--- src/rtl/router_pkg.sv ---
// Shared definitions for the router operand/result issuer: opcodes, widths,
// issuer state encoding, the queued request record and small helpers.
package router_pkg;

    localparam int TAG_W  = 4;
    localparam int DATA_W = 16;
    localparam int OP_W   = 4;

    localparam logic [OP_W-1:0] OP_ADD = 4'd0;
    localparam logic [OP_W-1:0] OP_SUB = 4'd1;
    localparam logic [OP_W-1:0] OP_MUL = 4'd2;
    localparam logic [OP_W-1:0] OP_AND = 4'd3;
    localparam logic [OP_W-1:0] OP_OR  = 4'd4;
    localparam logic [OP_W-1:0] OP_XOR = 4'd5;
    localparam logic [OP_W-1:0] OP_NOT = 4'd6;
    localparam logic [OP_W-1:0] OP_SHL = 4'd7;
    localparam logic [OP_W-1:0] OP_SHR = 4'd8;
    localparam logic [OP_W-1:0] OP_MAX = 4'd8;

    typedef enum logic [1:0] {
        IDLE  = 2'd0,
        ISSUE = 2'd1,
        WAIT  = 2'd2,
        RESP  = 2'd3
    } issuer_state_t;

    // 40-bit queue entry, packed as {tag, op, b, a}
    typedef struct packed {
        logic [TAG_W-1:0]  tag;
        logic [OP_W-1:0]   op;
        logic [DATA_W-1:0] b;
        logic [DATA_W-1:0] a;
    } req_t;

    function automatic logic op_legal(input logic [OP_W-1:0] op);
        return op <= OP_MAX;
    endfunction

    function automatic logic [7:0] sat_inc8(input logic [7:0] v);
        return (v == 8'hFF) ? v : v + 8'd1;
    endfunction

endpackage

--- src/rtl/router_op_issuer_if.sv ---
// Host request/response and router operand/result signals of the issuer.
// slave = issuer view, master = host/router environment view.
interface router_op_issuer_if;
    import router_pkg::*;

    logic              req_valid;
    logic              req_ready;
    logic [TAG_W-1:0]  req_tag;
    logic [DATA_W-1:0] req_a;
    logic [DATA_W-1:0] req_b;
    logic [OP_W-1:0]   req_op;

    logic              rtr_enable;
    logic [DATA_W-1:0] rtr_a;
    logic [DATA_W-1:0] rtr_b;
    logic [OP_W-1:0]   rtr_op;
    logic [DATA_W-1:0] rtr_result;
    logic              rtr_valid;

    logic              rsp_valid;
    logic              rsp_ready;
    logic [TAG_W-1:0]  rsp_tag;
    logic [DATA_W-1:0] rsp_data;
    logic              rsp_err;

    modport slave (
        input  req_valid, req_tag, req_a, req_b, req_op,
        input  rtr_result, rtr_valid, rsp_ready,
        output req_ready, rtr_enable, rtr_a, rtr_b, rtr_op,
        output rsp_valid, rsp_tag, rsp_data, rsp_err
    );

    modport master (
        output req_valid, req_tag, req_a, req_b, req_op,
        output rtr_result, rtr_valid, rsp_ready,
        input  req_ready, rtr_enable, rtr_a, rtr_b, rtr_op,
        input  rsp_valid, rsp_tag, rsp_data, rsp_err
    );

endinterface

--- src/rtl/router_req_fifo.sv ---
// Request queue for the issuer; the head is visible before pop so the issuer
// can classify the opcode in the same cycle it dequeues.
module router_req_fifo
    import router_pkg::*;
#(
    parameter int DEPTH = 4
) (
    input  logic                   clk,
    input  logic                   reset,
    input  logic                   push,
    input  logic                   pop,
    input  req_t                   wr_data,
    output req_t                   rd_data,
    output logic                   full,
    output logic                   empty,
    output logic [$clog2(DEPTH):0] count
);
    localparam int AW = $clog2(DEPTH);

    req_t              mem [DEPTH];
    logic [AW-1:0]     wr_ptr_reg;
    logic [AW-1:0]     rd_ptr_reg;
    logic [AW:0]       count_reg;
    logic              push_ok;
    logic              pop_ok;

    assign full    = (count_reg == (AW+1)'(DEPTH));
    assign empty   = (count_reg == '0);
    assign count   = count_reg;
    assign push_ok = push && !full;
    assign pop_ok  = pop && !empty;
    assign rd_data = mem[rd_ptr_reg];

    always_ff @(posedge clk) begin
        if (push_ok) begin
            mem[wr_ptr_reg] <= wr_data;
        end
    end

    // Pointers wrap naturally because DEPTH is a power of two
    always_ff @(posedge clk or negedge reset) begin
        if (!reset) begin
            wr_ptr_reg <= '0;
            rd_ptr_reg <= '0;
            count_reg  <= '0;
        end else begin
            if (push_ok) wr_ptr_reg <= wr_ptr_reg + 1'b1;
            if (pop_ok)  rd_ptr_reg <= rd_ptr_reg + 1'b1;
            case ({push_ok, pop_ok})
                2'b10:   count_reg <= count_reg + 1'b1;
                2'b01:   count_reg <= count_reg - 1'b1;
                default: count_reg <= count_reg;
            endcase
        end
    end

endmodule

--- src/rtl/router_op_issuer.sv ---
// Initiator side of the router operand/result interface: queues host requests,
// issues one at a time, returns result/tag/status. Optional counters: ROUTER_OP_ISSUER_STATS_EN.
module router_op_issuer
    import router_pkg::*;
#(
    parameter int FIFO_DEPTH     = 4,
    parameter int SETTLE_CYCLES  = 2,
    parameter int TIMEOUT_CYCLES = 64
) (
    input  logic                clk,
    input  logic                reset,
    router_op_issuer_if.slave   bus,
    output logic                busy
`ifdef ROUTER_OP_ISSUER_STATS_EN
    ,
    input  logic                stat_clr,
    output logic [15:0]         stat_done,
    output logic [15:0]         stat_timeout
`endif
);
    localparam logic [7:0] SETTLE_LAST  = 8'(SETTLE_CYCLES - 1);
    localparam logic [7:0] TIMEOUT_LAST = 8'(TIMEOUT_CYCLES - 1);

    issuer_state_t               state_reg, state_next;
    req_t                        iss_reg, iss_next;
    logic [7:0]                  settle_reg, settle_next;
    logic [7:0]                  tmo_reg, tmo_next;
    logic [DATA_W-1:0]           data_reg, data_next;
    logic                        err_reg, err_next;
    logic                        pop;
    req_t                        head;
    req_t                        wr_req;
    logic                        full, empty;
    logic [$clog2(FIFO_DEPTH):0] fifo_count;

    assign wr_req = '{tag: bus.req_tag, op: bus.req_op, b: bus.req_b, a: bus.req_a};

    router_req_fifo #(.DEPTH(FIFO_DEPTH)) u_fifo (
        .clk     (clk),
        .reset   (reset),
        .push    (bus.req_valid),
        .pop     (pop),
        .wr_data (wr_req),
        .rd_data (head),
        .full    (full),
        .empty   (empty),
        .count   (fifo_count)
    );

    always_ff @(posedge clk or negedge reset) begin
        if (!reset) begin
            state_reg  <= IDLE;
            iss_reg    <= '0;
            settle_reg <= '0;
            tmo_reg    <= '0;
            data_reg   <= '0;
            err_reg    <= 1'b0;
        end else begin
            state_reg  <= state_next;
            iss_reg    <= iss_next;
            settle_reg <= settle_next;
            tmo_reg    <= tmo_next;
            data_reg   <= data_next;
            err_reg    <= err_next;
        end
    end

    always_comb begin
        state_next  = state_reg;
        iss_next    = iss_reg;
        settle_next = settle_reg;
        tmo_next    = tmo_reg;
        data_next   = data_reg;
        err_next    = err_reg;
        pop         = 1'b0;
        case (state_reg)
            IDLE: begin
                if (!empty) begin
                    pop         = 1'b1;
                    iss_next    = head;
                    settle_next = '0;
                    tmo_next    = '0;
                    // Illegal opcodes are answered directly without touching the router
                    if (op_legal(head.op)) begin
                        state_next = ISSUE;
                    end else begin
                        state_next = RESP;
                        err_next   = 1'b1;
                        data_next  = '0;
                    end
                end
            end
            ISSUE: begin
                settle_next = sat_inc8(settle_reg);
                if (settle_reg == SETTLE_LAST) begin
                    state_next = WAIT;
                end
            end
            WAIT: begin
                if (bus.rtr_valid) begin
                    data_next  = bus.rtr_result;
                    err_next   = 1'b0;
                    state_next = RESP;
                end else if (tmo_reg == TIMEOUT_LAST) begin
                    data_next  = '0;
                    err_next   = 1'b1;
                    state_next = RESP;
                end else begin
                    tmo_next = sat_inc8(tmo_reg);
                end
            end
            RESP: begin
                if (bus.rsp_ready) begin
                    state_next = IDLE;
                end
            end
            default: state_next = IDLE;
        endcase
    end

    assign bus.req_ready  = !full;
    assign bus.rtr_enable = (state_reg == ISSUE) || (state_reg == WAIT);
    assign bus.rtr_a      = iss_reg.a;
    assign bus.rtr_b      = iss_reg.b;
    assign bus.rtr_op     = iss_reg.op;
    assign bus.rsp_valid  = (state_reg == RESP);
    assign bus.rsp_tag    = iss_reg.tag;
    assign bus.rsp_data   = data_reg;
    assign bus.rsp_err    = err_reg;
    assign busy           = (state_reg != IDLE) || (fifo_count != '0);

`ifdef ROUTER_OP_ISSUER_STATS_EN
    logic [15:0] done_cnt_reg;
    logic [15:0] tmo_cnt_reg;
    logic        rsp_hs;

    assign rsp_hs = (state_reg == RESP) && bus.rsp_ready;

    always_ff @(posedge clk or negedge reset) begin
        if (!reset) begin
            done_cnt_reg <= '0;
            tmo_cnt_reg  <= '0;
        end else if (stat_clr) begin
            done_cnt_reg <= '0;
            tmo_cnt_reg  <= '0;
        end else if (rsp_hs) begin
            if (err_reg) begin
                if (tmo_cnt_reg != 16'hFFFF) tmo_cnt_reg <= tmo_cnt_reg + 16'd1;
            end else begin
                if (done_cnt_reg != 16'hFFFF) done_cnt_reg <= done_cnt_reg + 16'd1;
            end
        end
    end

    assign stat_done    = done_cnt_reg;
    assign stat_timeout = tmo_cnt_reg;
`endif

endmodule

--- src/flat_wrapper.sv ---
// flat-port wrapper written by rule: the top's interface ports become plain ports
module router_op_issuer_flat import router_pkg::*;
#(
    parameter int FIFO_DEPTH     = 4,
    parameter int SETTLE_CYCLES  = 2,
    parameter int TIMEOUT_CYCLES = 64
)
  (clk, reset, busy, bus_req_valid, bus_req_tag, bus_req_a, bus_req_b, bus_req_op, bus_rtr_result, bus_rtr_valid, bus_rsp_ready, bus_req_ready, bus_rtr_enable, bus_rtr_a, bus_rtr_b, bus_rtr_op, bus_rsp_valid, bus_rsp_tag, bus_rsp_data, bus_rsp_err);
  router_op_issuer_if bus_i ();
  input  logic clk;
  input  logic reset;
  output logic busy;
  input wire logic [$bits(bus_i.req_valid)-1:0] bus_req_valid;
  input wire logic [$bits(bus_i.req_tag)-1:0] bus_req_tag;
  input wire logic [$bits(bus_i.req_a)-1:0] bus_req_a;
  input wire logic [$bits(bus_i.req_b)-1:0] bus_req_b;
  input wire logic [$bits(bus_i.req_op)-1:0] bus_req_op;
  input wire logic [$bits(bus_i.rtr_result)-1:0] bus_rtr_result;
  input wire logic [$bits(bus_i.rtr_valid)-1:0] bus_rtr_valid;
  input wire logic [$bits(bus_i.rsp_ready)-1:0] bus_rsp_ready;
  output wire logic [$bits(bus_i.req_ready)-1:0] bus_req_ready;
  output wire logic [$bits(bus_i.rtr_enable)-1:0] bus_rtr_enable;
  output wire logic [$bits(bus_i.rtr_a)-1:0] bus_rtr_a;
  output wire logic [$bits(bus_i.rtr_b)-1:0] bus_rtr_b;
  output wire logic [$bits(bus_i.rtr_op)-1:0] bus_rtr_op;
  output wire logic [$bits(bus_i.rsp_valid)-1:0] bus_rsp_valid;
  output wire logic [$bits(bus_i.rsp_tag)-1:0] bus_rsp_tag;
  output wire logic [$bits(bus_i.rsp_data)-1:0] bus_rsp_data;
  output wire logic [$bits(bus_i.rsp_err)-1:0] bus_rsp_err;
  assign bus_i.req_valid = bus_req_valid;
  assign bus_i.req_tag = bus_req_tag;
  assign bus_i.req_a = bus_req_a;
  assign bus_i.req_b = bus_req_b;
  assign bus_i.req_op = bus_req_op;
  assign bus_i.rtr_result = bus_rtr_result;
  assign bus_i.rtr_valid = bus_rtr_valid;
  assign bus_i.rsp_ready = bus_rsp_ready;
  assign bus_req_ready = bus_i.req_ready;
  assign bus_rtr_enable = bus_i.rtr_enable;
  assign bus_rtr_a = bus_i.rtr_a;
  assign bus_rtr_b = bus_i.rtr_b;
  assign bus_rtr_op = bus_i.rtr_op;
  assign bus_rsp_valid = bus_i.rsp_valid;
  assign bus_rsp_tag = bus_i.rsp_tag;
  assign bus_rsp_data = bus_i.rsp_data;
  assign bus_rsp_err = bus_i.rsp_err;
  router_op_issuer #(.FIFO_DEPTH(FIFO_DEPTH), .SETTLE_CYCLES(SETTLE_CYCLES), .TIMEOUT_CYCLES(TIMEOUT_CYCLES)) u_core (.clk(clk), .reset(reset), .bus(bus_i), .busy(busy));
endmodule
--- config.mk ---
export PLATFORM = sky130hd
export DESIGN_NAME = router_op_issuer_flat
export DESIGN_NICKNAME = d
export VERILOG_FILES = /design/src/rtl/router_pkg.sv /design/src/rtl/router_op_issuer_if.sv /design/src/rtl/router_req_fifo.sv /design/src/rtl/router_op_issuer.sv /design/src/flat_wrapper.sv
export SDC_FILE = /design/constraint.sdc
export NUM_CORES = 1
export LEC_CHECK = 0
export ABC_AREA = 1
export CORE_UTILIZATION = 55
export CTS_CLUSTER_DIAMETER = 40
export CTS_CLUSTER_SIZE = 40
export DETAILED_ROUTE_END_ITERATION = 7
export PLACE_DENSITY = 0.85
export SYNTH_ARGS = -nofsm -noshare
export SYNTH_HDL_FRONTEND = slang
export SYNTH_SLANG_ARGS = --single-unit
--- constraint.sdc ---
create_clock -name clk -period 3.9 [get_ports clk]
set_input_delay 0.78 -clock clk [delete_from_list [all_inputs] [get_ports clk]]
set_output_delay 0.78 -clock clk [all_outputs]
set_load 0.005 [all_outputs]
==> impl_metrics.ini, run 1 <==
[run_status]
status = finished clean

[clocking]
clockBufferDepth = 3
numCtsBuffers = 28
clock_sinks = 242
htreeDepth = 1
post_cts_buffers = 0
hold_buffers = 0
cts-root-buf = clkbuf_16
postCtsResizedCells = 0
clk_pin_slew_ns = 0.06
clk_latency_ns = 0.54
tritoncts = done

[synth]
syn_nets = 952
synth-edff-count = 160
syn-mean-instance-area_um2 = 11.2
synthArstFlopShare_pct = 33.9
yosys_warnings = 0
ys.flop_type = edfxtp_1
yosysSeqAreaShare_pct = 69.7
syn_area_um2 = 9840
ys_seq_elements = 242
ys_types = 35
syn_inst = 877

[routing]
wl_mm = 21.6
route.detailed.drc = 0
vias = 6910
route.detailed.wl_per_inst_um = 17.3
drt_iter0_markers = 605
viasPerCell = 5.55
ant_nets = 0
first_pass_iters = 5

[critical_path]
slowest_delay_ns = 0.50
cp.arrival_ns = 2.13
reg2reg_setup_slack_ns = 1.42
path_cells = inv_1 > ha_1 > nand4_1 > clkdlybuf4s50_1
cp_max_fo = 5
cp.required_ns = 3.12
crit_type = register to output port
cp-end-kind = output port
start_kind = register
slowest_stage = clkdlybuf4s50_1

[pwr]
p_total_mw = 9.75
ir_drop_mv = 0.503
p_per_area_nw_per_um2 = 802
power.leakage_nw = 4.70

[die]
row_count = 48
die_area_um2 = 18400
fp.dieH_um = 136
io_pins = 122
initial_core_util_pct = 56.7
die_w_um = 136
core_um2 = 17400

[finish]
area_delta_synth_final_pct = 23.6
layout.cells.non_filler = 1246
antenna_cells = 0
drive_above_1_share_pct = 8.13
nets = 1074
design_area_um2 = 12200
largest_reg_flops = 160
nFillCells = 1168
regMostFlops = u_core.u_fifo.mem

[global_routing]
grt-ovfl-total = 0
grt_max_degree = 83
antenna_found_initial = 0
grt.total_usage_pct = 23.8
grt_pass1_wl_mm = 34.0
grt_pass1_vias = 6959

[flow_run]
cap_violations = 0

[timing]
max-slew-margin-rel_pct = 46.3
min_period_ns = 2.91
fin_crit_sh_pct = 74.7
finalSetupViolCount = 0
tns_ns = 0
maxSlewViolCount = 0
hold_viol_final = 0
tightest_slew_ns = 0.804
fin_skew_ns = 0.0190
fmax_mhz = 343
rsz0062_at_grt = false

[placement]
hpwl_mm = 13.0
place_area_um2 = 11200
port_buffers = 121
routabilityCongestion = 0.780
dp.cells = 1194

[worst_hold_path]
hold_path.class = input port to asynchronous set/reset pin
[cell families after synthesis]
logic type	synth area share [%]
AND/OR/NAND/NOR	15.7
flip-flops	69.7
AO/OA/AOI/OAI	8.28
buffers and inverters	4.17
adder cells (fa/ha/maj)	1.86
XOR/XNOR	0.356
[metrics by stage]
stage / worst slack [ns] / util (%) / hold slack (ns)
after floorplan: 0.816 / - / 0.453
after CTS: 0.966 / 70.1 / 0.204
after global placement: 0.996 / 64.8 / 0.454
after detailed placement: 0.942 / 64.8 / 0.458
after global routing: 0.862 / 70.1 / 0.224
final: 0.986 / 70.1 / 0.189
[synthesized netlist by cell type (2+ instances only)]
cell,count,area (µm²)
edfxtp_1,160,4800
nand2_2,2,12.5
nand2_1,96,360
a21oi_1,6,30.0
inv_1,50,188
nand3b_1,3,22.5
buf_4,5,37.5
xor2_1,3,26.3
nand4_1,6,37.5
nor3_1,2,10.0
buf_1,3,11.3
nor2_1,221,830
ha_1,13,163
or2_2,2,12.5
o21ai_1,2,10.0
nand2_4,2,22.5
dfrtp_1,82,2050
nand3_1,41,205
clkbuf_1,16,60.1
o21ai_0,96,480
a31oi_1,37,231
buf_6,3,33.8
buf_2,14,70.1
[path summary, 6_finish.rpt]
check	from	to	depth (start not counted)
max	u_core.state_reg[0]$_DFFE_PN0P_	busy	4
min	reset	u_core.tmo_reg[2]$_DFFE_PN0P_	1
max reg2reg	u_core.u_fifo.rd_ptr_reg[1]$_DFFE_PN0P_	u_core.bus.rsp_data[2]$_DFFE_PN0P_	10
min reg2reg	u_core.bus.rsp_err$_DFFE_PN0P_	u_core.bus.rsp_err$_DFFE_PN0P_	2
max in group asynchronous	reset	u_core.bus.rtr_a[15]$_DFFE_PN0P_	2
min in group clk	u_core.bus.rsp_err$_DFFE_PN0P_	u_core.bus.rsp_err$_DFFE_PN0P_	2
[layout by cell type (no fill, tap or decap), drive strengths merged, types with 13 or more instances in the layout]
cell             n
a31oi           37
buf             13
clkbuf          29
clkdlybuf4s50  120
clkinv          13
dfrtp           82
edfxtp         160
ha              13
inv             59
nand2          100
nand3           42
nor2           222
o21ai           99
[critical path, delay by kind of cell (launching register included)]
kind | cells | cell delay (ns)
adders and majority gates | 1 | 0.36
and+or+nand+nor | 1 | 0.21
DFF | 1 | 0.41
buffers and inverters | 2 | 0.61
[where the power goes]
| part | switching, mW | internal [mW] |
|---|---|---|
| registers | 0.382 | 3.49 |
| clock network | 1.12 | 1.43 |
| logic | 2.02 | 1.31 |
[layout make-up]
type	count	area [µm²]	area share [%]
inverter	52	198	1.63
multi-input combinational	542	2600	21.4
clock buffer	29	704	5.79
clock inverter	23	218	1.79
tap	225	282	2.31
timing repair buffer	133	1300	10.7
sequential	242	6860	56.4
[routing by layer]
layer	up-vias	global-route usage [%]	share of wire, %
met3	42	3.82	7.6
met1	3333	30.6	41
met4	0	7.87	1.6
met5	-	0	0
li1	3238	-	-
met2	297	41.2	50
(Power assumes the default switching activity.)
==> inputs of run 2 (changes only) <==
clock period = 2.9 ns   (was 3.9 ns; I/O delays follow)
==> run 2 against run 1 <==
Register-to-register slack worse by 0.74 ns. Via count fell by 1.4%. Combinational power increased by 36%. Cell area grew 1.1%. Clock power increased by 43%. Sequential power grew 34%. Sequential share of layout area shrank 0.61 points. Utilization up 0.76 points. Non-clock buffer count rose by 2. Routed wire length is 3.9% lower. Clock skew grew 0.0067 ns. Largest cell class unchanged. Largest power group unchanged. Highest routed layer unchanged.
==> impl_metrics.ini, run 2 (same netlist as run 1, synthesis figures left out) <==
[critical_path]
cp.required_ns = 2.32
start_kind = register
cp-end-kind = output port
r2r-end = u_core.bus.rsp_tag[0]$_DFFE_PN0P_
crit_type = register to output port
cp_max_fo = 5
reg2reg_setup_slack_ns = 0.68
timing.rr.start = u_core.state_reg[0]$_DFFE_PN0P_
r2r_cells = 7
cp.arrival_ns = 2.12

[timing]
max-slew-margin-rel_pct = 45.8
tns_ns = 0
maxSlewViolCount = 0
fmax_mhz = 370
min_period_ns = 2.70
fin_skew_ns = 0.0258
hold_viol_final = 0
rsz0062_at_grt = false
tightest_slew_ns = 0.813
finalSetupViolCount = 0
fin_crit_sh_pct = 93.1

[placement]
place_area_um2 = 11300
hpwl_mm = 12.0
routabilityCongestion = 0.784
port_buffers = 121

[routing]
vias = 6816
wl_mm = 20.7
ant_nets = 0
first_pass_iters = 5
viasPerCell = 5.46
route.detailed.wl_per_inst_um = 16.6
route.detailed.drc = 0
drt_iter0_markers = 638

[global_routing]
grt.total_usage_pct = 23.1
met1_usage_pct = 28.9
grt_max_degree = 76
antenna_found_initial = 1
grt_pass1_wl_mm = 32.8
grt-ovfl-total = 0
use_met3_pct = 5.09
grtUsageMet2_pct = 40.1
grt.busiest_layer = met2
grt_pass1_vias = 6695

[finish]
area_delta_synth_final_pct = 24.9
largest_reg_flops = 160
drive_above_1_share_pct = 8.60
multi_input_area_um2 = 2600
design_area_um2 = 12300
ff_latch_area_um2 = 6860
regMostFlops = u_core.u_fifo.mem
nFillCells = 1147
final_common_cell = nor2_1
layout_common_cells = nor2_1, edfxtp_1, clkdlybuf4s50_1
nets = 1076

[clocking]
clk_latency_ns = 0.54
tritoncts = done
clk_pin_slew_ns = 0.06
post_cts_buffers = 0
cts-root-buf = clkbuf_16
hold_buffers = 0
numCtsBuffers = 28
htreeDepth = 1
clock_sinks = 242
clockBufferDepth = 3
postCtsResizedCells = 0

[worst_hold_path]
hold_path.class = input port to asynchronous set/reset pin

[die]
row_count = 48
die_area_um2 = 18400
fp.dieH_um = 136
core_um2 = 17400
die_w_um = 136
io_pins = 122
initial_core_util_pct = 56.7

[pwr]
p_sw_mw = 4.68
ir_drop_mv = 0.708
p_int_mw = 8.66
clkPwrFrac_pct = 27.2
comb_power_share_pct = 33.9
power.leakage_nw = 4.75
seq_power_share_pct = 38.9
swShare_pct = 35.1
p_per_area_nw_per_um2 = 1080

[run_status]
status = finished clean

[flow_run]
cap_violations = 0
==> run 2: per-stage QoR <==
| stage | instances | setup WS [ns] | hold slack (ns) | util (%) | total power, mW |
|---|---|---|---|---|---|
| final | 1249 | 0.200 | 0.0790 | 70.8 | 13.3 |
| after global routing | 1248 | 0.0861 | 0.114 | 70.8 | 14.1 |
| after CTS | 1248 | 0.198 | 0.0870 | 70.8 | 13.4 |
| after detailed placement | 1196 | 0.594 | 0.458 | 65.1 | 9.73 |
| after global placement | 1196 | 0.606 | 0.454 | 65.1 | 9.53 |
| after floorplan | 877 | -0.0520 | 0.284 | - | 7.94 |
==> run 2: worst max-delay path by stage <==
stage / from / to / slack (ns) / cells past startpoint
after floorplan: u_core.u_fifo.count[0]$_DFFE_PN0P_ / u_core.u_fifo.mem[0][0]$_DFFE_PP_ / -0.05 / 4
after global placement: bus_req_valid / u_core.u_fifo.count[2]$_DFFE_PN0P_ / 0.61 / 7
after detailed placement: bus_req_valid / u_core.u_fifo.count[2]$_DFFE_PN0P_ / 0.59 / 7
after CTS: u_core.state_reg[0]$_DFFE_PN0P_ / busy / 0.20 / 4
after global routing: u_core.state_reg[0]$_DFFE_PN0P_ / busy / 0.09 / 4
final: u_core.state_reg[0]$_DFFE_PN0P_ / busy / 0.20 / 4
==> run 2: layout make-up <==
type                       count  area share [%]
antenna                        1          0.0204
clock buffer                  30            5.93
clock inverter                22            2.10
inverter                      52            1.61
multi-input combinational    542            21.2
sequential                   242            55.8
tap                          225            2.29
timing repair buffer         135            11.1
==> run 2: worst max-delay path, cell delays in order (launching register included) <==
cell and delay [ns]:
dfrtp_1 0.42, inv_1 0.12, ha_1 0.34, nand4_1 0.23, clkdlybuf4s50_1 0.49
==> run 2: layer usage <==
metal / part of all wire [%] / vias up
met5: 0 / -
met4: 1.5 / 0
met3: 8.4 / 25
met2: 50 / 289
met1: 40 / 3256
li1: - / 3246
==> run 2: power groups by stage <==
stage          Clock, mW  Combinational, mW  Sequential, mW
2_1_floorplan          0               2.78            5.16
3_3_place_gp           0               4.33            5.20
3_5_place_dp           0               4.50            5.23
4_1_cts             3.67               4.57            5.18
5_1_grt             3.83               5.04            5.27
6_report            3.63               4.53            5.18
